===== src/rtl/one_two_demux_reg_pkg.sv =====
// ----------------------------------------------------------------------------
// one_two_demux_reg_pkg
// Shared definitions for the one-to-two registered demultiplexer.
//   state_t      : FSM encoding (IDLE = 00, HOLD0 = 01, HOLD1 = 10)
//   DEFAULT_SIZE : default data width in bits
//   CNT_WIDTH    : width of the optional per-destination transfer counters
// ----------------------------------------------------------------------------
package one_two_demux_reg_pkg;

    // IDLE means the holding register is empty. HOLDk means it holds a word
    // that is being offered to destination k.
    typedef enum logic [1:0] {
        IDLE  = 2'b00,
        HOLD0 = 2'b01,
        HOLD1 = 2'b10
    } state_t;

    localparam int DEFAULT_SIZE = 16;
    localparam int CNT_WIDTH    = 16;

endpackage


===== src/rtl/one_two_demux_reg_xfer_counter.sv =====
// ----------------------------------------------------------------------------
// xfer_counter
// Free-running transfer counter that wraps from all-ones back to zero.
// Ports:
//   clk   : clock, rising edge
//   reset : synchronous active-high reset, clears the count
//   en    : count one transfer this cycle
//   count : current count
// ----------------------------------------------------------------------------
module xfer_counter
    import one_two_demux_reg_pkg::*;
#(
    parameter int width = CNT_WIDTH
) (
    input  logic             clk,
    input  logic             reset,
    input  logic             en,
    output logic [width-1:0] count
);

    // Count one per enabled cycle. Overflow simply wraps, which is the
    // intended behaviour for a statistics counter.
    always_ff @(posedge clk) begin
        if (reset) begin
            count <= '0;
        end else if (en) begin
            count <= count + width'(1);
        end
    end

endmodule


===== src/rtl/one_two_demux_reg.sv =====
// ----------------------------------------------------------------------------
// one_two_demux_reg
// Routes each accepted input word to one of two destinations through a single
// holding register. Valid/ready handshakes on all sides. A word accepted on
// one cycle is offered on the selected output on the next cycle, and a new
// word can be accepted in the same cycle the held one leaves, so the block
// sustains one word per cycle.
// Ports:
//   clk, reset            : clock and synchronous active-high reset
//   in_data/in_sel        : source word and destination select (0=out0, 1=out1)
//   in_valid/in_ready     : source handshake (in_ready is combinational)
//   outk_data/outk_valid  : destination k word and valid (data is zero
//                           whenever destination k is not being offered)
//   outk_ready            : destination k accepts
//   cnt0/cnt1             : per-destination transfer counts, present only
//                           when ONE_TWO_DEMUX_STATS_EN is defined
// Build option: ONE_TWO_DEMUX_STATS_EN adds the transfer counters.
// ----------------------------------------------------------------------------
module one_two_demux_reg
    import one_two_demux_reg_pkg::*;
#(
    parameter int size = DEFAULT_SIZE
) (
    input  logic            clk,
    input  logic            reset,
    input  logic [size-1:0] in_data,
    input  logic            in_sel,
    input  logic            in_valid,
    output logic            in_ready,
    output logic [size-1:0] out0_data,
    output logic            out0_valid,
    input  logic            out0_ready,
    output logic [size-1:0] out1_data,
    output logic            out1_valid,
    input  logic            out1_ready
`ifdef ONE_TWO_DEMUX_STATS_EN
    ,
    output logic [CNT_WIDTH-1:0] cnt0,
    output logic [CNT_WIDTH-1:0] cnt1
`endif
);

    state_t          state_q;
    state_t          state_d;
    logic [size-1:0] hold_q;

    // Next-state and handshake decode. The input may only be accepted when
    // the holding register is empty or is being drained this very cycle,
    // which is why in_ready follows the active destination's ready while a
    // word is held. An input transfer always wins the next state so that a
    // back-to-back word replaces the departing one without a bubble.
    always_comb begin
        state_d    = state_q;
        in_ready   = 1'b0;
        out0_valid = 1'b0;
        out1_valid = 1'b0;
        case (state_q)
            IDLE: begin
                in_ready = 1'b1;
            end
            HOLD0: begin
                in_ready   = out0_ready;
                out0_valid = 1'b1;
                if (out0_ready) begin
                    state_d = IDLE;
                end
            end
            HOLD1: begin
                in_ready   = out1_ready;
                out1_valid = 1'b1;
                if (out1_ready) begin
                    state_d = IDLE;
                end
            end
            default: begin
                state_d = IDLE;
            end
        endcase
        if (in_valid && in_ready) begin
            state_d = in_sel ? HOLD1 : HOLD0;
        end
    end

    // State and holding register. in_data is only captured on an accepted
    // transfer, so it is free to change at any other time.
    always_ff @(posedge clk) begin
        if (reset) begin
            state_q <= IDLE;
            hold_q  <= '0;
        end else begin
            state_q <= state_d;
            if (in_valid && in_ready) begin
                hold_q <= in_data;
            end
        end
    end

    // The idle output is forced to zero so a destination never sees a stale
    // word that was meant for the other side.
    assign out0_data = out0_valid ? hold_q : '0;
    assign out1_data = out1_valid ? hold_q : '0;

`ifdef ONE_TWO_DEMUX_STATS_EN
    logic out0_fire;
    logic out1_fire;

    assign out0_fire = out0_valid & out0_ready;
    assign out1_fire = out1_valid & out1_ready;

    xfer_counter #(.width(CNT_WIDTH)) u_cnt0 (
        .clk   (clk),
        .reset (reset),
        .en    (out0_fire),
        .count (cnt0)
    );

    xfer_counter #(.width(CNT_WIDTH)) u_cnt1 (
        .clk   (clk),
        .reset (reset),
        .en    (out1_fire),
        .count (cnt1)
    );
`endif

endmodule


===== config.mk =====
export PLATFORM = sky130hd
export DESIGN_NAME = one_two_demux_reg
export DESIGN_NICKNAME = d
export VERILOG_FILES = /design/src/rtl/one_two_demux_reg_pkg.sv /design/src/rtl/one_two_demux_reg_xfer_counter.sv /design/src/rtl/one_two_demux_reg.sv
export SDC_FILE = /design/constraint.sdc
export NUM_CORES = 1
export LEC_CHECK = 0
export CAP_MARGIN = 20
export CORE_ASPECT_RATIO = 1.4
export CORE_MARGIN = 5
export CORE_UTILIZATION = 36
export CTS_BUF_LIST = sky130_fd_sc_hd__clkbuf_2
export DETAILED_ROUTE_END_ITERATION = 8
export PLACE_DENSITY_LB_ADDON = 0.05
export SYNTH_ARGS = -nofsm -noshare
export SYNTH_HDL_FRONTEND = slang
export SYNTH_SLANG_ARGS = --single-unit

===== constraint.sdc =====
create_clock -name clk -period 1.15 [get_ports clk]
set_input_delay 0.23 -clock clk [delete_from_list [all_inputs] [get_ports clk]]
set_output_delay 0.23 -clock clk [all_outputs]
set_load 0.005 [all_outputs]

==> flow_results.org, run 1 <==
** Timing
- Setup repair after global routing could not meet its margin everywhere.
- Number of slew-limit violations in the final report :: 0
- Final setup slack of the worst path :: -595 ps
- Final Setup Violations :: 52
- Final critical-path required period :: 1740 ps
- Share of the clock period used by the worst path after layout :: 152%
- For this run, the top clock speed supported by timing is 573 MHz.
- Final count of hold timing violations :: 0
- Remaining max-slew budget at the tightest pin :: 82.4%
- Fin Clk Skew :: 10.5 ps
- At the pin with the least slew margin, the transition time is 264 ps.

** Setup path
- STA puts the critical path data required time at 920 ps.
- On the critical path the largest part of the delay comes from buffers and inverters.
- Maximum net fanout on the critical path :: 5
- Among all stages on the critical path, the largest delay is contributed by sky130_fd_sc_hd__dfxtp_2.
- CP max stage delay :: 370 ps
- Buffering stage count on the worst path with inverters included :: 4
- The worst setup path is launched from a flip-flop.
- The worst setup path is of the reg2out kind.
- Endpoint arrival time on the critical path :: 1510 ps
- Library cell appearing most often on the critical path :: sky130_fd_sc_hd__buf_6
- Crit path capture type :: output port
- Critical Path, Cell by Cell :: buf_6 > and2b_2 > buf_6 > buf_12 > and2_4 > buf_6

** Finish
- Area added between synthesis and finish :: 98.0%
- Number of diodes :: 0
- Total area of sequential cells :: 363 sq um
- For this run, the post-layout net count is 229.
- Layout cell share with drive strength beyond 1 :: 50.5%
- Total of fill cells in the finished design :: 212
- Summing all multi-input logic gate instances after layout gives 786 sq um.
- Final standard cell utilization of the core :: 73.7%

** Placed design
- Port Buffer Count :: 56
- Post-DP HPWL :: 2030 um
- At the end of routability-driven placement, the weighted congestion stood at 0.739.

** Power and ir drop
- The worst-case IR drop observed on VDD is 504 uV.
- The design draws 1.64 mW.
- Static leakage :: 0.999 nW
- In this run the power density over the cells is 773 nW/um^2.

** Synth
- FFs w/ async S/R, synth :: 0%
- The cell area that synthesis handed to floorplanning was 1070 sq um.
- Yosys instantiated no cell more often than sky130_fd_sc_hd__nand2b_1.
- Cell type with the highest aggregate area in the netlist :: sky130_fd_sc_hd__dfxtp_1
- The Yosys step of the flow raised 0 warnings.
- Dividing the synthesized area by the synthesized cell count gives 8.93 sq um.
- The synthesized design contains 18 register bits.
- In this run, distinct cell masters in the synthesized netlist total 17.
- In the synthesized netlist the dominant register cell turns out to be sky130_fd_sc_hd__dfxtp_1.
- Top cells by area in the synthesized netlist :: sky130_fd_sc_hd__dfxtp_1 (34%), sky130_fd_sc_hd__nand2b_1 (20%), sky130_fd_sc_hd__and2_1 (19%)
- When the netlist entered floorplanning its net count stood at 142.
- Number of standard cells after synthesis :: 120
- Count of flip-flops with a built-in enable after synthesis :: 0
- Sequential cells were found to cover 33.6% of the synthesized design area.
- Commonest cells in the synthesized netlist :: sky130_fd_sc_hd__nand2b_1 (34), sky130_fd_sc_hd__and2_1 (32), sky130_fd_sc_hd__dfxtp_1 (18), sky130_fd_sc_hd__mux2i_1 (16), sky130_fd_sc_hd__clkbuf_1 (5)
- In this run the biggest area consumer among cell types represents 33.6% of the synthesized area.

** Routing
- Dividing the detail-routed wire length by the instance count gives 15.5 um.
- Number of violations reported at the end of detailed-routing iteration 0 :: 32
- Routed wire length on met3 :: 208 um
- Final antenna-violating net count :: 0
- The final layout contains routed wiring with a total length of 3780 um.
- Sum of routed wire segments on met1 :: 1400 um
- Detailed routing placed a total of 2120 um of wire on met2.
- Via-to-Cell Ratio :: 4.59
- The pre-antenna-repair detailed-routing pass consisted of 4 iterations.
- DRC violations left :: 0
- Routed signal wires occupy layers up through met4.
- Via count :: 1116

** Clock tree
- TritonCTS clock tree :: yes
- CTS saw 18 sinks.
- The tree is rooted in a sky130_fd_sc_hd__clkbuf_2.
- TritonCTS created 3 clock buffers.
- Clock slew at reported path FFs :: 180 ps
- Buffer depth of the longest clock path :: 2
- In this run the number of H-tree levels came out at 1.
- Worst-skew pair later-pin latency :: 320 ps

** Global routing
- Via count of the first global-routing pass :: 1206
- Maximum number of pins on one net before global-route repair :: 36
- The initial antenna violation count was 0.
- First-pass GRT wire length :: 5940 um
- Total grt overflow :: 0
- All-Layer GR Usage :: 18.7%

** Run
- Across the run, the number of max-cap violations was 0.

** Run status
- Run status :: finished, violations left
- Violated checks :: setup timing

** Floorplanning
- Core Area :: 2880 sq um
- Full die area :: 4180 sq um
- I/O pins :: 57
- Die X :: 56.1 um
- Once the floorplan was initialized, standard cells occupied 37.2% of the core.
- Die height :: 74.5 um
- # rows :: 23

** Worst hold path
- The min-delay analysis places its worst path in the category in2reg.
==> worst register-to-register path: cells and delay by family, from the launching register on <==
family | cells | cell delay (ps)
buffers and inverters | 4 | 560
AO/OA/AOI/OAI | 1 | 230
flip-flops | 1 | 360
AND/OR/NAND/NOR | 1 | 140
multiplexers | 1 | 190
==> final timing paths <==
| path | startpoint | slack, ps | to | cells after the start |
|---|---|---|---|---|
| max | state_q[0] | -590 | out1_data[6] | 6 |
| min | in_data[13] | 450 | hold_q[13] | 3 |
| max reg2reg | state_q[0] | -390 | hold_q[3] | 7 |
| min reg2reg | hold_q[5] | 500 | hold_q[5] | 2 |
==> layout by cell type (no fill, tap or decap), drive strengths merged <==
cell type	Yosys	layout
o22ai	1	1
and2b	2	5
nand2b	35	35
inv	1	1
mux2i	16	16
a21o	1	1
and2	32	32
clkbuf	5	4
nor2b	1	1
a22o	1	1
buf	1	63
nand4b	1	1
nor2	2	2
dfxtp	18	18
nand2	1	1
clkinv	0	1
a21oi	2	2
clkdlybuf4s50	0	21
==> flip-flops by register name, summed over array words and instances (netlist names) <==
signal,flops
hold_q,16
state_q,2
==> layout make-up <==
class / count / share of cell area (%)
repair buffers: 85 / 42.6
multi-input cells: 98 / 37.1
flip-flops and latches: 18 / 17.1
well taps: 37 / 2.18
clock buffers: 3 / 0.708
clock inverters: 1 / 0.177
inverters: 1 / 0.177
==> per-layer routing <==
| layer | vias up | GRT usage, % |
|---|---|---|
| met5 | - | 0 |
| met4 | 0 | 7.12 |
| met3 | 6 | 5.38 |
| met2 | 35 | 35.9 |
| met1 | 518 | 19.0 |
| li1 | 557 | - |
==> power breakdown <==
part | total [mW] | switching (mW) | internal (mW)
sequential | 0.723 | 0.0431 | 0.680
clock | 0.286 | 0.211 | 0.0756
combinational | 0.630 | 0.222 | 0.407
==> logic make-up (layout without fill, tap and decap cells) <==
| logic type | Yosys count | after routing | synth area share (%) |
|---|---|---|---|
| multiplexers | 16 | 16 | 15.0 |
| AO/OA/AOI/OAI | 5 | 5 | 4.32 |
| AND/OR/NAND/NOR | 74 | 77 | 43.9 |
| buffers and inverters | 7 | 90 | 3.15 |
| flip-flops | 18 | 18 | 33.6 |
==> metrics by stage <==
stage / hold WS [ps] / instance area [sq um] / setup slack [ps] / cells / setup TNS (ps)
4_1_cts: 442 / 2070 / -601 / 242 / -23680
2_1_floorplan: 385 / 1080 / -24.8 / 120 / -253
6_report: 448 / 2120 / -595 / 243 / -22870
5_1_grt: 438 / 2120 / -658 / 243 / -26190
3_5_place_dp: 474 / 1780 / -590 / 218 / -25850
3_3_place_gp: 464 / 1780 / -568 / 218 / -25100
==> repair_timing <==
| item | 4_1_cts | 5_1_grt |
|---|---|---|
| hold buffers | 0 | 0 |
| pin swaps | 20 | 2 |
| gates cloned | 6 | 0 |
| gates resized for setup | 204 | 16 |
| setup buffers | 15 | 2 |
| endpoints found under the setup margin | 52 | 52 |
Note: power is estimated with default switching activity, not from simulation.
==> run 2, diff against run 1 <==
- MAX_ROUTING_LAYER: not set -> met4
- clock period: 1.15 -> 1.5 ns (I/O delays scaled with it)
==> run 2 against run 1 <==
Against the previous run: the run still ends with setup timing left; first-iteration DRC count shrank 84%; largest power group unchanged; die area unchanged; combinational power decreased by 38%; clock skew is 1.4 ps lower; core utilization down 5.9 points; flip-flop and latch count unchanged; sequential share of layout area rose by 1.5 points; clock-buffer cell count unchanged; critical path type unchanged; non-clock buffer count fell by 10; sequential power is 24% lower; critical path depth down 1.
==> flow_results.org, run 2 (same netlist as run 1, synthesis figures left out) <==
** Finish
- Final cell area excluding filler cells :: 1950 sq um (-8.0%)
- Number of nets in the final layout :: 216 (-5.7%)
- Total of fill cells in the finished design :: 242 (+14%)
- The share of the core filled with cells was 67.8% (-5.9 points).
- The share of post-route cells with drive strength above 1 is 47.4% (-3.1 points).
- The antenna cell count came to 0 (unchanged).
- Counting flops per register, the top entry is hold_q.
- Multi-input gate area :: 753 sq um (-4.1%)
- Area added between synthesis and finish :: 82.1%
- The library cell used most frequently in the layout, excluding fill and tap cells, is sky130_fd_sc_hd__buf_6.
- Largest register FFs :: 16 (unchanged)
- Most used cells in the layout excluding fill and tap cells :: sky130_fd_sc_hd__buf_6 (39), sky130_fd_sc_hd__nand2b_1 (34), sky130_fd_sc_hd__and2_4 (26)
- The largest registers in the layout are hold_q: 16 flops, state_q: 2 flops.
- Total area of sequential cells :: 363 sq um (unchanged)

** Timing
- The number of failing setup endpoints in the final timing report was 33 (-37%).
- Remaining max-slew budget at the tightest pin :: 91.0% (+8.6 points)
- Final count of hold timing violations :: 0 (unchanged)
- Number of slew-limit violations in the final report :: 0 (unchanged)
- Unrepaired setup endpoints after global routing :: yes
- The slack of the critical path is -212 ps (+383 ps).
- Worst Tran Pin Value :: 131 ps (-133 ps)
- The clock skew is 9.13 ps (-1.36 ps).
- Maximum operating frequency :: 584 MHz
- Final critical-path required period :: 1710 ps
- Share of the clock period used by the worst path after layout :: 114%

** Global routing
- Total grt overflow :: 0 (unchanged)
- All-Layer GR Usage :: 16.8% (-1.8 points)
- Via count of the first global-routing pass :: 1078 (-11%)
- The global-route wire length before repair came to 5330 um (-10%).
- Maximum number of pins on one net before global-route repair :: 36 (unchanged)
- The initial antenna violation count is 0 (unchanged).

** Floorplanning
- The area of the core came to 2880 sq um (unchanged).
- I/O pins :: 57 (unchanged)
- The overall die area was 4180 sq um (unchanged).
- The height of the die came to 74.5 um (unchanged).
- The die width is 56.1 um (unchanged).
- The starting density of the core was 37.2% (unchanged).
- The total number of placement rows was 23 (unchanged).

** Placed design
- GP Congestion :: 0.821 (+11%)
- The placement-stage cell area is 1760 sq um (-0.77%).
- The half-perimeter wire length after placement is 2200 um (+8.4%).
- Port Buffer Count :: 56 (unchanged)
- Setup WS pre-CTS :: -353 ps (+237 ps)

** Setup path
- The worst-path maximum fanout is 5 (unchanged).
- Endpoint arrival time on the critical path :: 1410 ps (-100 ps)
- Master of the slowest instance on the critical path :: sky130_fd_sc_hd__dfxtp_2
- Traced cell by cell, the critical path runs through and2b_2 > buf_6 > buf_6 > and2_4 > buf_6.
- The worst register-to-register path ends at hold_q[12].
- The worst setup path is launched from a flip-flop.
- Crit path capture type :: output port
- The longest individual stage delay on the worst path was 370 ps (about the same).
- Critical setup path kind :: reg2out
- Source of the critical timing path :: state_q[0]
- Origin of the critical flop-to-flop path :: state_q[0]
- The endpoint required time on the critical path is 1200 ps (+280 ps).
- Following the worst setup path forward leads to its endpoint at out1_data[8].
- Library cell appearing most often on the critical path :: sky130_fd_sc_hd__buf_6
- Internal reg-to-reg setup slack :: 30 ps (+420 ps)
- The number of cells on the worst reg-to-reg path was 7 (unchanged).

** Clock tree
- The total clock buffers created by CTS is 3 (unchanged).
- Worst-skew pair later-pin latency :: 300 ps (-20 ps)
- TritonCTS clock tree :: yes
- Clock sink count :: 18 (unchanged)
- Root Buffer :: sky130_fd_sc_hd__clkbuf_2
- The maximum buffer depth of the clock tree is 2 (unchanged).
- Hold-fix buffer count after cts :: 0 (unchanged)
- Clock slew at reported path FFs :: 160 ps (-20 ps)
- Maximum level of the CTS H-tree :: 1 (unchanged)

** Routing
- The number of design-rule violations left by the first detailed-router iteration came to 5 (-84%).
- DRC violations left :: 0 (unchanged)
- The routed wire length per instance is 14.2 um (-8.6%).
- Overall routed net length :: 3250 um (-14%)
- Via-to-Cell Ratio :: 4.62 (+0.69%)
- Final antenna-violating net count :: 0 (unchanged)
- Via count :: 1059 (-5.1%)
- Total iterations of the first detailed-routing run :: 4 (unchanged)

** Power and ir drop
- Seq pwr share :: 48.2% (+4.1 points)
- Design Power :: 1.15 mW (-30%)
- The cell internal power dissipation is 826 uW (-29%).
- Part of the power in the clock network :: 17.5% (about the same)
- The total net switching power was 320 uW (-33%).
- Static leakage :: 0.908 nW (-9.1%)
- The peak supply drop came to 442 uV (-12%).
- Areal power density over the cells :: 588 nW/um^2 (-24%)
- Logic gate share of total power :: 34.3% (-4.1 points)
- Switching share of power :: 27.9% (-1.1 points)

** Worst hold path
- Path category of the worst min-delay check :: reg2reg

** Run
- The number of max-capacitance violations reported is 0 (unchanged).

** Run status
- Violated checks :: setup timing
- The run finished, with violations left.
run 2: area by class of cell:
cell class	instances	share of cell area, %
inverters	1	0.192
repair buffers	75	39.4
flip-flops and latches	18	18.6
multi-input cells	95	38.6
clock buffers	3	0.770
well taps	37	2.37
run 2: layer usage:
metal	routed length (um)	track usage, %	up-vias
li1	-	-	525
met1	1330	18.6	491
met2	1720	30.2	39
met3	167	3.13	4
met4	38	6.33	0
met5	0	-	-
run 2: how the worst min path moves through the flow:
stage	start	end	slack, ps	cells past startpoint
final	hold_q[0]	hold_q[0]	500	2
after global routing	hold_q[4]	hold_q[4]	530	2
after CTS	hold_q[4]	hold_q[4]	500	2
after detailed placement	hold_q[2]	hold_q[2]	470	2
after global placement	hold_q[15]	hold_q[15]	460	2
after floorplan	hold_q[10]	hold_q[10]	450	2
run 2: through the flow:
stage          hold WS, ps  TNS (ps)  instances
4_1_cts                501     -5300        229
6_report               497     -3530        229
2_1_floorplan          452         0        120
3_3_place_gp           461     -4870        219
5_1_grt                528     -6340        229
3_5_place_dp           470     -5220        219
run 2: critical path, delay by kind of cell, from the launching register on:
family | cells | cell delay [ps]
flops | 1 | 370
simple gates | 2 | 390
buf+inv | 3 | 360
run 2: repair_timing:
item / CTS / global route
gates resized for setup: 185 / 30
cloned: 2 / 0
pin swaps: 26 / 1
endpoints found under the setup margin: 35 / 35
buffers inserted: 5 / 2
run 2: power by group through the flow:
stage / combinational [mW] / sequential, mW / clock [mW]
3_5_place_dp: 0.332 / 0.556 / 0
4_1_cts: 0.372 / 0.549 / 0.221
5_1_grt: 0.424 / 0.557 / 0.238
2_1_floorplan: 0.154 / 0.549 / 0
3_3_place_gp: 0.325 / 0.553 / 0
6_report: 0.393 / 0.552 / 0.201
==> run 3, diff against run 2 <==
- clock period: 1.5 -> 1.4 ns (I/O delays scaled with it)
==> run 3 against run 2 <==
Against the previous run: the flow still finishes with violations (setup timing); worst hold slack better by 6.2 ps; register-to-register slack worse by 100 ps; combinational power up 18%; largest cell class unchanged; largest power group unchanged.
==> flow_results.org, run 3 (same netlist as run 1, synthesis figures left out) <==
** Setup path
- STA classifies the critical path endpoint as an output port.
- In this design, the largest share of critical-path delay is due to flip-flops.
- The most critical setup path has its startpoint at state_q[1].
- Crit start category :: flip-flop
- Buffering stage count on the worst path with inverters included :: 3 (unchanged)
- Worst Reg2Reg Path Length in Cells :: 6 (-1)
- The setup slack on the worst flop-to-flop path is -70 ps (-100 ps).
- The endpoint required time on the critical path came to 1120 ps (-80 ps).
- Library cell appearing most often on the critical path :: sky130_fd_sc_hd__buf_6
- Master of the slowest instance on the critical path :: sky130_fd_sc_hd__dfxtp_2
- The most critical setup path has its endpoint at out0_data[15].
- The critical path goes through and2b_2 > buf_6 > buf_6 > and2_1 > buf_2.
- Critical setup path kind :: reg2out
- CP max stage delay :: 380 ps (about the same)
- The data arrival time of the critical path was 1420 ps (about the same).
- The endpoint identified for the worst register-to-register timing path is hold_q[12].
- The startpoint identified for the worst register-to-register timing path is state_q[0].
- Number of gates on the worst path with buffers counted :: 5 (unchanged)
- Maximum net fanout on the critical path :: 6 (+1)

** Clock tree
- The count of hold-fix buffers inserted at cts is 0 (unchanged).
- The CTS sink count is 18 (unchanged).
- Worst-skew pair later-pin latency :: 290 ps (about the same)
- CTS placed an instance of sky130_fd_sc_hd__clkbuf_2 at the clock tree root.
- Buffer depth of the longest clock path :: 2 (unchanged)
- TritonCTS built the clock tree.
- The number of H-tree levels is 1 (unchanged).
- The total clock buffers created by CTS was 3 (unchanged).
- The clock slew at the register clock pins of the worst setup and hold paths came to 180 ps (+20 ps).

** Finish
- Largest register FFs :: 16 (unchanged)
- Layout cell share with drive strength beyond 1 :: 48.7% (+1.3 points)
- The library cells used most frequently in the layout, excluding fill and tap cells, are sky130_fd_sc_hd__buf_6 (42), sky130_fd_sc_hd__nand2b_1 (34), sky130_fd_sc_hd__and2_4 (26).
- Final non-filler cell total :: 234 (+2.2%)
- The number of nets in the finished design was 220 (+1.9%).
- Ranked by flip-flop count, first place goes to hold_q.
- Total area of sequential cells :: 363 sq um (unchanged)
- The library cell used most frequently in the layout, excluding fill and tap cells, is sky130_fd_sc_hd__buf_6.
- From synthesis to final layout, the design area changed by 89.5%.
- In the final layout, the registers with the most flip-flops are hold_q: 16 flops, state_q: 2 flops.
- The count of fill cells added during filler insertion is 223 (-7.9%).
- Number of diodes :: 0 (unchanged)
- The total area of multi-input combinational cells was 757 sq um (+0.50%).
- The share of the core filled with cells was 70.5% (+2.7 points).

** Timing
- The number of failing setup endpoints in the final timing report came to 49 (+48%).
- Final count of hold timing violations :: 0 (unchanged)
- The slack of the critical path came to -303 ps (-91.8 ps).
- Subtracting the final worst setup slack from the clock period gives 1700 ps.
- The clock skew came to 3.29 ps (-5.83 ps).
- Share of the clock period used by the worst path after layout :: 122%
- Unrepaired setup endpoints after global routing :: yes
- Static timing analysis puts the maximum clock frequency at 587 MHz.
- The slew at the pin with the worst max-slew slack was 265 ps (+134 ps).
- The number of slew-limit violations in the final report came to 0 (unchanged).
- The normalized max-slew margin came to 82.3% (-8.7 points).

** Power and ir drop
- Logic gate share of total power :: 36.2% (+1.9 points)
- Part of the power in the clock network :: 17.6% (about the same)
- Areal power density over the cells :: 631 nW/um^2 (+7.4%)
- The total net switching power was 359 uW (+12%).
- The sequential group share of total power is 46.2% (-2.0 points).
- Static leakage :: 0.942 nW (+3.7%)
- The cell internal power dissipation was 922 uW (+12%).
- The switching power as a share of total power is 28.0% (+0.10 points).
- The peak supply drop was 514 uV (+16%).

** Routing
- Routed length per instance :: 14.2 um (-0.15%)
- The via count normalized by instance count came to 4.61 (-0.38%).
- Overall routed net length :: 3320 um (+2.0%)
- Via count :: 1078 (+1.8%)
- Number of violations reported at the end of detailed-routing iteration 0 :: 12 (+7)
- DRC violations left :: 0 (unchanged)
- The number of nets still failing antenna checks after routing is 0 (unchanged).
- Total iterations of the first detailed-routing run :: 3 (-1)

** Run status
- The run finished, with violations left.
- Violated checks :: setup timing

** Run
- Max cap viols :: 0 (unchanged)

** Global routing
- The aggregate global-route resource usage is 17.4% (+0.55 points).
- The maximum number of pins on one net before global-route repair is 36 (unchanged).
- The residual overflow from global routing is 0 (unchanged).
- Antenna violations before repair :: 0 (unchanged)
- First-pass GRT wire length :: 5590 um (+4.8%)
- The number of global-route vias before repair was 1137 (+5.5%).

** Worst hold path
- In this run the worst hold path is classified as reg2reg.

** Floorplanning
- The top-level port count was 57 (unchanged).
- The starting density of the core was 37.2% (unchanged).
- Die X :: 56.1 um (unchanged)
- The height of the die came to 74.5 um (unchanged).
- # rows :: 23 (unchanged)
- Core Area :: 2880 sq um (unchanged)
- The overall die area was 4180 sq um (unchanged).

** Placed design
- The weighted congestion reported at the end of routability-driven placement is 0.792 (-3.5%).
- The number of placed instances, taps included came to 220 (+0.46%).
- Post-DP HPWL :: 2210 um (+0.46%)
- The count of port buffers added during placement was 56 (unchanged).
-- run 3: changes by cell type in the layout (fill, tap and decap cells not counted), sizes merged --
cell    delta
clkbuf     +1
buf        +3
clkinv     +1
-- run 3: what timing repair did --
action,4_1_cts,5_1_grt
cloned,3,0
endpoints found under the setup margin,37,52
gates resized for setup,186,34
pin swaps,20,1
setup buffers,7,2
-- run 3: worst min-delay path, delay by kind of cell, from the launching register on --
family / cells / cell delay, ps
DFF: 1 / 350
and+or+nand+nor: 1 / 70
muxes: 1 / 60
-- run 3: stage by stage --
stage / TNS, ps / power (mW) / setup WS (ps) / instance area (sq um) / hold WS [ps]
floorplan: 0 / 0.753 / 135 / 1070 / 435
global placement: -9040 / 0.946 / -383 / 1770 / 462
detailed placement: -10000 / 0.957 / -397 / 1770 / 472
CTS: -10810 / 1.28 / -333 / 1910 / 490
global route: -12060 / 1.36 / -393 / 2030 / 507
finish: -8090 / 1.28 / -303 / 2030 / 503
-- run 3: cell type report --
class | instances | area share [%]
Timing Repair Buffer | 79 | 41.4
Multi-Input combinational cell | 95 | 37.3
Sequential cell | 18 | 17.9
Tap cell | 37 | 2.28
Clock buffer | 3 | 0.740
Clock inverter | 1 | 0.185
Inverter | 1 | 0.185
-- run 3: power groups by stage --
stage / Combinational [mW] / Clock (mW) / Sequential (mW)
after floorplan: 0.165 / 0 / 0.588
after global placement: 0.352 / 0 / 0.594
after detailed placement: 0.361 / 0 / 0.596
after CTS: 0.448 / 0.245 / 0.589
after global routing: 0.498 / 0.266 / 0.598
final: 0.464 / 0.225 / 0.592
-- run 3: worst min-delay path by stage --
stage                       endpoint        from  cells past startpoint
final                      hold_q[0]   hold_q[0]                      2
after global routing       hold_q[3]  in_data[3]                      3
after CTS                  hold_q[1]  in_data[1]                      3
after detailed placement  hold_q[14]  hold_q[14]                      2
after global placement     hold_q[0]   hold_q[0]                      2
after floorplan            hold_q[3]  in_data[3]                      2
-- run 3: per-layer routing --
layer | global-route usage (%) | vias up | part of all wire [%]
met5 | - | - | 0
li1 | - | 534 | -
met4 | 5.54 | 0 | 1.1
met2 | 33.0 | 37 | 55
met3 | 3.47 | 4 | 4.3
met1 | 17.9 | 503 | 40
